===== src/rtl/hexdisp_scan_ctrl.sv =====
// hexdisp_scan_ctrl: tear-free multiplexed 7-segment scan controller with blanking and leading-zero suppression
module hexdisp_scan_ctrl #(
  parameter int NUM_DIGITS = 4,
  parameter int REFRESH_DIV = 50000,
  parameter int BLANK_CYCLES = 16,
  parameter int DIGIT_ACTIVE_LOW = 1
) (
  input  logic                    i_clk,
  input  logic                    i_rst,
  input  logic [4*NUM_DIGITS-1:0] i_value,
  input  logic                    i_load,
  input  logic                    i_lz_suppress,
  output logic [3:0]              o_bin_num,
  output logic [NUM_DIGITS-1:0]   o_digit_en,
  output logic                    o_frame_start,
  output logic                    o_load_ack,
  output logic                    o_pending
);
  localparam int KW = $clog2(NUM_DIGITS);
  localparam int CMAX = REFRESH_DIV > BLANK_CYCLES ? REFRESH_DIV : BLANK_CYCLES;
  localparam int CW = $clog2(CMAX);
  localparam logic POL = DIGIT_ACTIVE_LOW != 0;
  localparam logic [NUM_DIGITS-1:0] OFF = {NUM_DIGITS{POL}};
  typedef enum logic {BLANK, SHOW} state_t;
  state_t state, nstate;
  logic [KW-1:0] k, nk;
  logic [CW-1:0] cnt, ncnt;
  logic [4*NUM_DIGITS-1:0] shadow, nshadow, pend_val;
  logic lz, nlz, blank_end, show_end, wrap;
  logic [NUM_DIGITS-1:0] supp, sel;
  always_comb begin
    blank_end = state == BLANK && cnt == CW'(BLANK_CYCLES - 1);
    show_end = state == SHOW && cnt == CW'(REFRESH_DIV - 1);
    wrap = show_end && k == KW'(NUM_DIGITS - 1);
    nstate = blank_end ? SHOW : show_end ? BLANK : state;
    ncnt = (blank_end || show_end) ? '0 : cnt + 1'b1;
    nk = show_end ? (wrap ? '0 : k + 1'b1) : k;
    nshadow = (wrap && o_pending) ? pend_val : shadow;
    nlz = wrap ? i_lz_suppress : lz;
    supp = '0;
    for (int j = 1; j < NUM_DIGITS; j++)
      supp[j] = nlz && (nshadow >> (4 * j)) == '0;
    sel = (nstate == SHOW && !supp[nk]) ? OFF ^ (NUM_DIGITS'(1) << nk) : OFF;
  end
  always_ff @(posedge i_clk or posedge i_rst) begin
    if (i_rst) begin
      state <= BLANK;
      k <= '0;
      cnt <= '0;
      shadow <= '0;
      pend_val <= '0;
      lz <= 1'b0;
      o_pending <= 1'b0;
      o_bin_num <= '0;
      o_digit_en <= OFF;
      o_frame_start <= 1'b0;
      o_load_ack <= 1'b0;
    end else begin
      state <= nstate;
      k <= nk;
      cnt <= ncnt;
      shadow <= nshadow;
      lz <= nlz;
      o_pending <= i_load || (o_pending && !wrap);
      if (i_load) pend_val <= i_value;
      o_bin_num <= 4'(nshadow >> (4 * nk));
      o_digit_en <= sel;
      o_frame_start <= wrap;
      o_load_ack <= wrap && o_pending;
    end
  end
endmodule


===== config.mk =====
export PLATFORM = sky130hd
export DESIGN_NAME = hexdisp_scan_ctrl
export DESIGN_NICKNAME = d
export VERILOG_FILES = /design/src/rtl/hexdisp_scan_ctrl.sv
export SDC_FILE = /design/constraint.sdc
export NUM_CORES = 1
export LEC_CHECK = 0
export BUFFER_PORTS_ARGS = -buffer_cell sky130_fd_sc_hd__clkbuf_2
export CAP_MARGIN = 5
export CORE_MARGIN = 5
export CORE_UTILIZATION = 55
export DETAILED_ROUTE_END_ITERATION = 7
export PLACE_DENSITY = 0.81
export SYNTH_ARGS = -nofsm -noshare
export SYNTH_HDL_FRONTEND = slang
export SYNTH_SLANG_ARGS = --single-unit
export TNS_END_PERCENT = 50

===== constraint.sdc =====
create_clock -name i_clk -period 2.35 [get_ports i_clk]
set_clock_uncertainty 0.05 [all_clocks]
set_input_delay 0.47 -clock i_clk [delete_from_list [all_inputs] [get_ports i_clk]]
set_output_delay 0.47 -clock i_clk [all_outputs]
set_load 0.01 [all_outputs]

[After elaboration in Yosys (flattened, before gate mapping)]
Index checks and enable logic that the tools add are counted.
Storage, ports and cells
  output and inout bits: 11
  bits in registers: 63
  bits of input ports: 20
  word-level logic and storage cells: 47
Operators by class
  $lt $le $gt $ge: 1
  $add $sub $neg: 2
  reduce and logical (&&, ||, !) cells: 16
  shifts and indexed selects: 2
  equal/unequal tests: 3
  multiplexer cells: 10
  bitwise logic cells: 2
Operators by type and width (count)
  16-bit logical NOT: 3
  16-bit 2-to-1 mux: 2
  16-bit by 1-bit adder with 16-bit output (second input constant): 1
  16-bit equality test (second input constant): 1
  16-bit by 4-bit equality test with 1-bit output (second input constant): 1
  16-bit by 4-bit >> shifter with 4-bit output: 1
  1-bit logical AND: 9
  1-bit 2-to-1 mux: 4
  2-bit 2-to-1 mux: 2
  4-bit 2-to-1 mux: 1
  4-bit inverter: 1
  1-bit by 2-bit left shift with 4-bit output (first input constant): 1
  2-bit by 3-bit less-than comparator with 1-bit output (second input constant): 1
  2-bit by 1-bit adder with 2-bit output (second input constant): 1
  1-bit binary-select mux with 2-bit select: 1
  2-bit equality test (second input constant): 1
  1-bit logical NOT: 2
  1-bit logical OR: 2
  1-bit inverter: 1

[Logic depth before layout (Yosys ltp)]
  depth after elaboration: 12
  mapped depth: 9
  gate-level depth less buffers: 8

[Worst setup path before layout]
Ideal clock, no wire load.
  path kind: register to register
  start: register cnt[0]
  end: register o_bin_num[0]
  library setup time: 0.136 ns
  data arrival time: 1.960 ns
  cell stages (with the launch flop): 10
  buffers on the path: 2
  data required time: 2.164 ns
  clock period less this slack: 2.146 ns
  slack: 0.204 ns
  path through: dfrtp_1 ha_1 and3_1 and3_1 buf_6 nand2_2 mux2i_1 buf_6 mux2i_1 mux2i_1
Between the ends
  longest elaborated chain between the ends: 6
  elaborated cells between the ends (all ways): 8
  those cells by class: eq/ne (1); shift (1); mux (3); reduce/logical (3)
Ends and longest elaborated chain
  from (decl): line 27  | logic [CW-1:0] cnt, ncnt;
  from (signal assigned): line 61  | cnt <= ncnt;
  16-bit equality test (*): line 33  | show_end = state == SHOW && cnt == CW'(REFRESH_DIV - 1);
  1-bit logical AND (*): line 33
  1-bit logical AND: line 34  | wrap = show_end && k == KW'(NUM_DIGITS - 1);
  2-bit 2-to-1 mux or 1-bit logical AND (tied branches): line 37, 38
  2-bit 2-to-1 mux or 16-bit 2-to-1 mux (tied branches): line 37, 38
  16-bit by 4-bit >> shifter with 4-bit output (*): line 66  | o_bin_num <= 4'(nshadow >> (4 * nk));
  to (signal assigned): line 66
  to (decl): line 13  | output logic [3:0] o_bin_num,
Every way passes the cells marked *; elsewhere a longest branch is shown, timed or not.
A chain may end at the register's enable or synchronous reset.

[Worst setup path after layout]
  start: register cnt[0]
  end: register o_bin_num[0]
Between the ends
  longest elaborated chain between the ends: 6
  elaborated cells between the ends (all ways): 8
  those cells by class: eq/ne (1); shift (1); mux (3); reduce/logical (3)
Ends and longest elaborated chain
  16-bit equality test: line 33
  1-bit logical AND: line 33
  1-bit logical AND: line 34
  1-bit logical AND: line 38  | nshadow = (wrap && o_pending) ? pend_val : shadow;
  16-bit 2-to-1 mux: line 38
  via nshadow[8]: line 28  | logic [4*NUM_DIGITS-1:0] shadow, nshadow, pend_val;
  16-bit by 4-bit >> shifter with 4-bit output: line 66
The timed path passes the listed nets, and every way through them passes these cells.

==> run_results.csv <==
group,metric,value,unit
route,vias_per_cell,5.337,
route,drcViolationCount,0,
timing,fin_crit_sh,92.90,%
floorplan,die_x,80.78,µm
setup_path,crit_path_max_fanout,12,
timing,worst_pin_slew,0.5888,ns
cells_and_area,n_antenna_cell,0,
grt,track_usage,19.01,%
timing,worst_slack,0.1668,ns
setup_path,crit_type,"reg -> reg",
yosys,synth_warnings,0,
yosys,syn_nets,229,
cells_and_area,filler_cell_count,357,
yosys,synth-seq-area-share,57.40,%
cells_and_area,seqCellArea,0.001582,mm²
job,drv_cap,0,
cells_and_area,layout_common_cells,"dfrtp_1, clkbuf_2, mux2_2, mux2i_1, nor2_1",
yosys,synthCells,207,
clock_tree,hold_buffers,0,
route,dr_total_vias,1724,
floorplan,initial_utilization,57.57,%
outcome,outcome,"complete, no violations",
place,placedCellCount,308,
timing,hold_violations,0,
cells_and_area,fin_nets,274,
clock_tree,htree_levels,3,
grt,antenna_found_initial,0,
yosys,synth_seq_cells,63,
cells_and_area,stdcell_count,323,
cells_and_area,area_delta_synth_final,18.85,%
timing,period_needed,2.183,ns
cells_and_area,layout-drive-gt1-share,39.06,%
floorplan,rows,25,
setup_path,cp.required,2.53,ns
place,numPortBuffers,30,
setup_path,cp-end-kind,"flop",
route,wl_per_cell,16.29,µm
timing,whs,0.1261,ns
timing,relSlewSlack,60.69,%
clock_tree,clock-root-buffer,"clkbuf_8",
hold_path,worstHoldPathType,"in -> async",
grt,overflow,0,
yosys,synth_top_area_share,53.59,%
cells_and_area,final_common_cell,"dfrtp_1",
timing,grt_setup_unrepaired,"false",
place,dp_hpwl,3.746,mm
timing,fmax,458.0,MHz
grt,grt_max_degree,28,
pwr,p_leak,1.728,nW
setup_path,startpoint_type,"flop",
yosys,synth_area,0.002755,mm²
clock_tree,cts_buffers,9,
yosys,syn_area_per_cell,13.31,µm²
floorplan,io-pin-count,31,
floorplan,die_height,80.78,µm
clock_tree,clock-sinks,63,
clock_tree,clk_path_buf_depth,2,
clock_tree,cts_tree,"built",
floorplan,core-area,0.004786,mm²
grt,grt_pass1_vias,1853,
place,post-place-ws,0.1379,ns
timing,drv_slew,0,
route,drt_pass1_iterations,4,
route,ant_nets,0,
grt,grt_pass1_wl,9.121,mm
setup_path,cp_data_arrival_time,2.36,ns
clock_tree,clock_latency,0.34,ns
route,drt_iter0_drc,57,
pwr,ir_drop,0.0005137,V
yosys,synth_top_area_cell,"dfrtp_1",
place,gp_congestion,0.8276,
pwr,powerDensity,697.3,mW/mm²
clock_tree,cts_setup_buffers,0,
yosys,synth_cell_types,39,
clock_tree,path_clk_slew,0.07,ns
yosys,ys_top_cells_by_area,"dfrtp_1, mux2_2, mux2i_1",
timing,finalSetupViolCount,0,
route,wirelength,5.263,mm
clock_tree,cts_resized,0,
cells_and_area,multi_input_area,0.001115,mm²
floorplan,dieArea,0.006525,mm²
timing,setup_tns,0,ns
layout make-up:
cell class,count,share of cell area [%]
Tap cell,67,2.560
Clock buffer,12,5.044
Clock inverter,3,1.987
Timing Repair Buffer,40,7.489
Inverter,5,0.5732
Sequential cell,63,48.30
Multi-Input combinational cell,133,34.05
state kept, by name, summed over array words and instances (netlist names):
name and flops:
cnt 16, pend_val 16, shadow 16, o_bin_num 4
o_digit_en 4, k 2, lz 1, o_frame_start 1
o_load_ack 1, o_pending 1, state 1
power breakdown:
part | switching [mW] | total, mW | internal [mW]
Sequential | 0.0215 | 1.14 | 1.11
Combinational | 0.0401 | 0.0837 | 0.0436
Clock | 0.388 | 1.06 | 0.676
stage by stage:
step	total power, mW	area, µm²	util [%]
detailed placement	1.241	3032	63.35
global route	2.370	3274	68.42
global placement	1.237	3032	63.35
floorplan	1.199	2755	-
finish	2.283	3274	68.42
CTS	2.308	3262	68.16
cell families after synthesis:
kind of cell               synth area share (%)
AOI/OAI and AO/OA                         3.860
xor gates and xnor gates                  4.450
adders and majority gates                0.9081
buffers and inverters                     2.316
DFF                                       57.40
muxes                                     20.03
and+or+nand+nor                           11.04
worst max-delay path, stage by stage (launching register included):
cell and delay [ns]:
dfrtp_1 0.39, ha_1 0.22, and3_1 0.19, and3_1 0.28, nand4_4 0.14, buf_6 0.19
mux2_2 0.37, mux2i_1 0.14, mux2i_1 0.09
cells in the mapped netlist:
cell / count
nand2_2: 1
a211o_1: 1
o21a_1: 1
o2111ai_1: 2
nand4_1: 1
clkbuf_1: 2
buf_6: 3
mux2_4: 8
inv_1: 5
mux2i_1: 15
nor2b_1: 1
or4_1: 2
and3_1: 6
and4_1: 1
mux2_2: 25
xor2_1: 10
nand3_1: 8
a21o_1: 1
dfstp_2: 4
and2_1: 2
o221ai_1: 1
nor3_1: 5
and4_2: 1
nand2_1: 7
a21oi_1: 3
a311oi_1: 1
o311ai_0: 1
a21oi_2: 1
and2_2: 1
xnor2_1: 4
buf_1: 1
nand4_4: 1
and3_2: 1
dfrtp_1: 59
nor2_1: 13
ha_1: 2
a211oi_1: 2
nor2_2: 1
nor4_1: 3
path summary, 6_finish.rpt:
| kind | start | endpoint | cells after the start | slack [ns] |
|---|---|---|---|---|
| hold / removal | i_rst | cnt[1] | 2 | 0.13 |
| max in group asynchronous | i_rst | o_digit_en[2] | 3 | 1.51 |
| hold reg to reg | cnt[0] | cnt[0] | 1 | 0.40 |
| min in group i_clk | i_value[3] | pend_val[3] | 2 | 0.31 |
| setup reg to reg | cnt[0] | o_bin_num[0] | 8 | 0.17 |
| setup / recovery | cnt[0] | o_bin_num[0] | 8 | 0.17 |
per-layer routing:
metal | vias to the layer above | GRT usage, % | share of wire, %
met1 | 849 | 25.42 | 46
met2 | 44 | 28.06 | 47
li1 | 823 | - | -
met5 | - | 0 | 0
met3 | 8 | 7.317 | 5.7
met4 | 0 | 7.432 | 1.3
(Power assumes the default switching activity.)
